## config.mk

```make
export PLATFORM = sky130hd
export DESIGN_NAME = seg_scan_ctrl
export DESIGN_NICKNAME = d
export VERILOG_FILES = /design/src/rtl/seg_scan_pkg.sv /design/src/rtl/scan_timer.sv /design/src/rtl/seg_scan_ctrl.sv
export SDC_FILE = /design/constraint.sdc
export NUM_CORES = 1
export LEC_CHECK = 0
export CAP_MARGIN = 20
export CELL_PAD_IN_SITES_DETAIL_PLACEMENT = 0
export CELL_PAD_IN_SITES_GLOBAL_PLACEMENT = 1
export CORE_MARGIN = 2
export CORE_UTILIZATION = 42
export CTS_BUF_LIST = sky130_fd_sc_hd__clkbuf_4
export DETAILED_ROUTE_END_ITERATION = 6
export PLACE_DENSITY_LB_ADDON = 0.12
export SETUP_SLACK_MARGIN = 0.2
export SLEW_MARGIN = 15
export SYNTH_ARGS = -nofsm -noshare
export SYNTH_HDL_FRONTEND = slang
export SYNTH_SLANG_ARGS = --single-unit
```

## constraint.sdc

```tcl
create_clock -name clk -period 3.8 [get_ports clk]
set_input_delay 0.76 -clock clk [delete_from_list [all_inputs] [get_ports clk]]
set_output_delay 0.76 -clock clk [all_outputs]
set_load 0.01 [all_outputs]
```

## src/rtl/seg_scan_pkg.sv

```systemverilog
`default_nettype none
// ============================================================================
//  Module   : seg_scan_pkg
//  Purpose  : Shared types and constants for the seven-segment scan
//             controller and the top-level display wiring.
//  Contents : scan_state_t (FSM states), SEG_OFF (all segments dark),
//             DIG_* digit position indices in seg_in / dig_sel order.
//  Revision : 1.0 - initial release
// ============================================================================
package seg_scan_pkg;

    typedef enum logic [1:0] {
        IDLE = 2'd0,
        LOAD = 2'd1,
        SHOW = 2'd2,
        GAP  = 2'd3
    } scan_state_t;

    localparam int         SEG_W   = 7;
    localparam logic [6:0] SEG_OFF = 7'h00;

    // Digit positions on the shared bus (slot order of the scan).
    localparam int DIG_H1   = 0;
    localparam int DIG_H0   = 1;
    localparam int DIG_M1   = 2;
    localparam int DIG_M0   = 3;
    localparam int DIG_FIR2 = 4;
    localparam int DIG_FIR1 = 5;
    localparam int DIG_FIR0 = 6;

endpackage
`default_nettype wire

```

## src/rtl/scan_timer.sv

```systemverilog
`default_nettype none
// ============================================================================
//  Module   : scan_timer
//  Purpose  : Loadable down-counter with terminal-count flag. The scan FSM
//             reloads it on each state entry with (phase length - 1); tc is
//             high on the last cycle of the phase.
//  Ports    : clk, rst_n   - clock, asynchronous active-low reset
//             load         - reload count with load_val this edge
//             load_val     - reload value
//             tc           - count has reached zero
//  Revision : 1.0 - initial release
// ============================================================================
module scan_timer
    import seg_scan_pkg::*;
#(
    parameter int WIDTH = 4
) (
    input  logic             clk,
    input  logic             rst_n,
    input  logic             load,
    input  logic [WIDTH-1:0] load_val,
    output logic             tc
);

    logic [WIDTH-1:0] count;

    // Saturates at zero so an idle FSM leaves the timer parked.
    always_ff @(posedge clk or negedge rst_n) begin
        if (!rst_n) begin
            count <= '0;
        end else if (load) begin
            count <= load_val;
        end else if (count != '0) begin
            count <= count - 1'b1;
        end
    end

    assign tc = (count == '0);

endmodule
`default_nettype wire

```

## src/rtl/seg_scan_ctrl.sv

```systemverilog
`default_nettype none
// ============================================================================
//  Module   : seg_scan_ctrl
//  Purpose  : Time-multiplexed scan of up to eight seven-segment digits over
//             one shared segment bus. All patterns and blank flags are
//             snapshotted in a single LOAD cycle per frame; each digit is lit
//             for DWELL cycles followed by BLANK all-off cycles.
//  Ports    : clk, rst_n   - clock, asynchronous active-low reset
//             en           - scan enable (sampled in IDLE and at frame end)
//             seg_in       - digit patterns, digit i at [7i+6:7i]
//             blank_mask   - per-digit suppression for the frame
//             seg_out      - shared segment bus, active-high
//             dig_sel      - one-hot digit enable, active-high
//             frame_start  - one-cycle pulse in the LOAD cycle
//             busy         - FSM not in IDLE
//  Revision : 1.0 - initial release
// ============================================================================
module seg_scan_ctrl
    import seg_scan_pkg::*;
#(
    parameter int NUM_DIG = 7,
    parameter int DWELL   = 1000,
    parameter int BLANK   = 16
) (
    input  logic                     clk,
    input  logic                     rst_n,
    input  logic                     en,
    input  logic [NUM_DIG*SEG_W-1:0] seg_in,
    input  logic [NUM_DIG-1:0]       blank_mask,
    output logic [SEG_W-1:0]         seg_out,
    output logic [NUM_DIG-1:0]       dig_sel,
    output logic                     frame_start,
    output logic                     busy
);

    localparam int IDX_W = (NUM_DIG > 1) ? $clog2(NUM_DIG) : 1;
    localparam int DW_W  = (DWELL > 1) ? $clog2(DWELL) : 1;
    localparam int BL_W  = (BLANK > 1) ? $clog2(BLANK) : 1;
    localparam int CNT_W = (DW_W > BL_W) ? DW_W : BL_W;

    localparam logic [CNT_W-1:0] DWELL_RELOAD = CNT_W'(DWELL - 1);
    localparam logic [CNT_W-1:0] BLANK_RELOAD = CNT_W'((BLANK > 0) ? BLANK - 1 : 0);
    localparam logic [IDX_W-1:0] LAST_IDX     = IDX_W'(NUM_DIG - 1);
    localparam bit               HAS_GAP      = (BLANK > 0);

    scan_state_t                state;
    scan_state_t                next_state;
    logic [NUM_DIG*SEG_W-1:0]   frame_q;
    logic [NUM_DIG-1:0]         mask_q;
    logic [IDX_W-1:0]           idx;
    logic                       idx_inc;
    logic                       tmr_load;
    logic [CNT_W-1:0]           tmr_val;
    logic                       tmr_tc;

    scan_timer #(
        .WIDTH    (CNT_W)
    ) u_timer (
        .clk      (clk),
        .rst_n    (rst_n),
        .load     (tmr_load),
        .load_val (tmr_val),
        .tc       (tmr_tc)
    );

    // ------------------------------------------------------------------
    // State register
    // ------------------------------------------------------------------
    always_ff @(posedge clk or negedge rst_n) begin
        if (!rst_n) begin
            state <= IDLE;
        end else begin
            state <= next_state;
        end
    end

    // ------------------------------------------------------------------
    // Next-state logic. The timer is reloaded on every phase entry,
    // including SHOW->SHOW when there is no gap between digits.
    // ------------------------------------------------------------------
    always_comb begin
        next_state = state;
        tmr_load   = 1'b0;
        tmr_val    = DWELL_RELOAD;
        idx_inc    = 1'b0;
        unique case (state)
            IDLE: begin
                if (en) begin
                    next_state = LOAD;
                end
            end
            LOAD: begin
                next_state = SHOW;
                tmr_load   = 1'b1;
            end
            SHOW: begin
                if (tmr_tc) begin
                    if (HAS_GAP) begin
                        next_state = GAP;
                        tmr_load   = 1'b1;
                        tmr_val    = BLANK_RELOAD;
                    end else if (idx != LAST_IDX) begin
                        next_state = SHOW;
                        idx_inc    = 1'b1;
                        tmr_load   = 1'b1;
                    end else begin
                        next_state = en ? LOAD : IDLE;
                    end
                end
            end
            GAP: begin
                if (tmr_tc) begin
                    if (idx != LAST_IDX) begin
                        next_state = SHOW;
                        idx_inc    = 1'b1;
                        tmr_load   = 1'b1;
                    end else begin
                        next_state = en ? LOAD : IDLE;
                    end
                end
            end
            default: begin
                next_state = IDLE;
            end
        endcase
    end

    // ------------------------------------------------------------------
    // Frame snapshot and digit index. Capture happens on the edge that
    // ends LOAD, so inputs present during LOAD are the ones displayed.
    // ------------------------------------------------------------------
    always_ff @(posedge clk or negedge rst_n) begin
        if (!rst_n) begin
            frame_q <= '0;
            mask_q  <= '0;
            idx     <= '0;
        end else if (state == LOAD) begin
            frame_q <= seg_in;
            mask_q  <= blank_mask;
            idx     <= '0;
        end else if (idx_inc) begin
            idx     <= idx + 1'b1;
        end
    end

    // ------------------------------------------------------------------
    // Outputs: decoded purely from registered state, so dig_sel is at
    // most one-hot and seg_out is dark whenever no digit is enabled.
    // ------------------------------------------------------------------
    always_comb begin
        seg_out     = SEG_OFF;
        dig_sel     = '0;
        frame_start = (state == LOAD);
        busy        = (state != IDLE);
        if (state == SHOW) begin
            for (int i = 0; i < NUM_DIG; i++) begin
                if ((idx == IDX_W'(i)) && !mask_q[i]) begin
                    dig_sel[i] = 1'b1;
                    seg_out    = frame_q[i*SEG_W +: SEG_W];
                end
            end
        end
    end

endmodule
`default_nettype wire

```

==> results.yml <==
status:
  status: "complete, no violations"
final_layout:
  diodes: 0
  fillers: 790
  area_growth_pct: 28.0
  postLayoutCoreUtil_pct: 55.7
  drive_gt1_share_pct: 7.47
  fin_area_um2: 4580
  nNetsFinal: 570
pwr:
  combPwrFrac_pct: 25.7
  p_sw_share_pct: 35.0
  power.density_nw_per_um2: 501
  ir_drop_mv: 0.213
  pwr-share-clk_pct: 20.9
  power_frac_seq_pct: 53.4
  p_leak_uw: 0.00215
  internal-power_uw: 1490
  p_sw_uw: 801
routing:
  wl_per_cell_um: 15.3
  vias_per_cell: 5.24
  firstDrtPassIters: 4
  drcViolationCount: 0
  drt_iter0_markers: 119
  ant_nets: 0
  vias: 3219
  routed_wl_um: 9380
global_routing:
  grt_pass1_wl_um: 15000
  grt_max_degree: 72
  grt_pass1_vias: 3091
  antenna_found_initial: 0
  track_usage_pct: 21.7
  grt_overflow_total: 0
place:
  port_buffers: 74
  gp_congestion: 0.877
  place_area_um2: 4410
  place_ws_ns: 0.527
  post-dp-hpwl_um: 6710
timing:
  fin_tns_setup_ns: 0
  max_slew_margin_pct: 38.7
  drv_slew: 0
  fin_ws_ns: 0.489
  setup_viol: 0
  post-route-min-period_ns: 3.31
  worstMarginPinSlew_ns: 0.919
  max_freq_ghz: 0.302
  finalHoldViolations: 0
  finClkSkew_ns: 0.00940
  rsz0062_at_grt: "no"
  finalCritPeriodShare_pct: 87.1
clock_tree:
  cts.sinks: 71
  cts.hold.buffers_added: 0
  clk_pin_slew_ns: 0.11
  cts.htree.levels: 3
  ctsRootBufferMaster: "clkbuf_4"
  clock_latency_ns: 0.41
  numCtsBuffers: 9
  cts_tree: "done"
  clockBufferDepth: 2
yosys:
  synth_top_cell_by_area: "dfrtp_1"
  synth_most_common_cell: "nand2_1"
  ys_top_cells_by_area: "dfrtp_1, nand2_1, o21ai_0"
  ys_async_sr_fraction_pct: 100
  synth.yosys.seq_area_share_pct: 49.7
  synth_fp_nets: 499
  synth_edf_count: 0
  synth.avg_cell_area_um2: 8.26
  netlist_area_um2: 3580
  ys_ff_latch: 71
  yosys-top-cells-count: "nand2_1, dfrtp_1, clkbuf_1, o21ai_0, o22ai_1"
  syn_inst: 433
  yosysWarnings: 0
  synth_cell_types: 44
  synth_ff_type: "dfrtp_1"
  yosysTopAreaCellShare_pct: 49.7
die:
  rows: 33
  die_h_um: 96.3
  die_area_um2: 9270
  io_pins: 75
  core_um2: 8220
  initial_utilization_pct: 43.5
  die_w_um: 96.3
setup_path:
  cp-start-kind: "register"
  end_kind: "primary output"
  arrival_ns: 2.55
  reg2reg_setup_slack_ns: 1.52
  worstPathRequired_ns: 3.04
  critPathKind: "reg2out"
  path_max_fanout: 8
hold_path:
  hp-class: "reg2reg"
flow_run:
  maxCapViolations: 0
==> critical path, cell delays in order, from the launching register on <==
cell           delay [ns]
dfrtp_1              0.44
inv_1                0.14
ha_1                 0.22
or3b_2               0.57
o22ai_1              0.22
a211o_1              0.14
a31oi_1              0.11
dlygate4sd2_1        0.31
==> cells in the final DEF (no fill, tap or decap), types with 3 or more instances in the layout <==
cell type	instances
a211o_1	7
a21oi_1	11
a31oi_1	10
buf_4	9
clkbuf_4	9
clkdlybuf4s50_1	66
clkinv_4	3
dfrtp_1	70
dlymetal6s2s_1	6
ha_1	7
inv_1	8
nand2_1	183
nand2b_1	5
nand2b_2	3
nand3_1	11
nand3b_1	3
nor2_1	11
nor3_1	4
nor3b_1	10
nor4_1	3
o211ai_1	3
o21ai_0	18
o22ai_1	14
==> worst paths after layout <==
check                                  from  depth (start not counted)               end
min in group asynchronous             rst_n                          2  u_timer.count[4]
max                                  idx[0]                          7        seg_out[1]
min reg2reg                     frame_q[42]                          2       frame_q[42]
max reg2reg                u_timer.count[0]                          6            idx[2]
min                             frame_q[42]                          2       frame_q[42]
max in group asynchronous             rst_n                          2            idx[2]
==> layout make-up <==
cell class,instances,area (um^2),area share (%)
clock buffer,9,67.6,1.48
multi-input combinational,330,1680,36.6
inverter,9,33.8,0.738
tap,105,131,2.87
clock inverter,7,73.8,1.61
timing repair buffer,83,817,17.8
sequential,71,1780,38.8
==> what timing repair did <==
item	4_1_cts	5_1_grt
setup buffers	1	0
resized for setup	3	8
setup endpoints to repair	7	6
==> metrics by stage <==
step / instances / hold WS [ns] / power (uW)
CTS: 614 / 0.494 / 2320
detailed placement: 597 / 0.467 / 1820
finish: 614 / 0.486 / 2290
global placement: 597 / 0.457 / 1800
floorplan: 433 / 0.437 / 1560
global route: 614 / 0.512 / 2470
==> power groups by stage <==
| stage | Clock, uW | Sequential [uW] | Combinational, uW |
|---|---|---|---|
| floorplan | 0 | 1140 | 415 |
| global placement | 0 | 1250 | 548 |
| detailed placement | 0 | 1250 | 563 |
| CTS | 497 | 1220 | 598 |
| global route | 529 | 1260 | 674 |
| finish | 479 | 1220 | 589 |
==> state kept, by name (all words and copies together) (netlist names) <==
register,count
state,2
u_timer.count,10
idx,3
frame_q,49
mask_q,7
==> kinds of logic after synthesis <==
family / Yosys count / share of synthesized area [%]
flip-flops: 71 / 49.7
multiplexers: 1 / 0.280
buffers and inverters: 32 / 3.78
AO/OA/AOI/OAI: 72 / 12.9
AND/OR/NAND/NOR: 248 / 30.5
adder cells (fa/ha/maj): 7 / 2.45
XOR/XNOR: 2 / 0.490
==> routing by layer <==
| layer | global-route usage (%) | wire length, um |
|---|---|---|
| met1 | 27.4 | 4170 |
| met2 | 35.7 | 4460 |
| met3 | 4.39 | 429 |
| met4 | 10.6 | 318 |
| met5 | 0 | 0 |
Power figures use the tool's default switching activity.
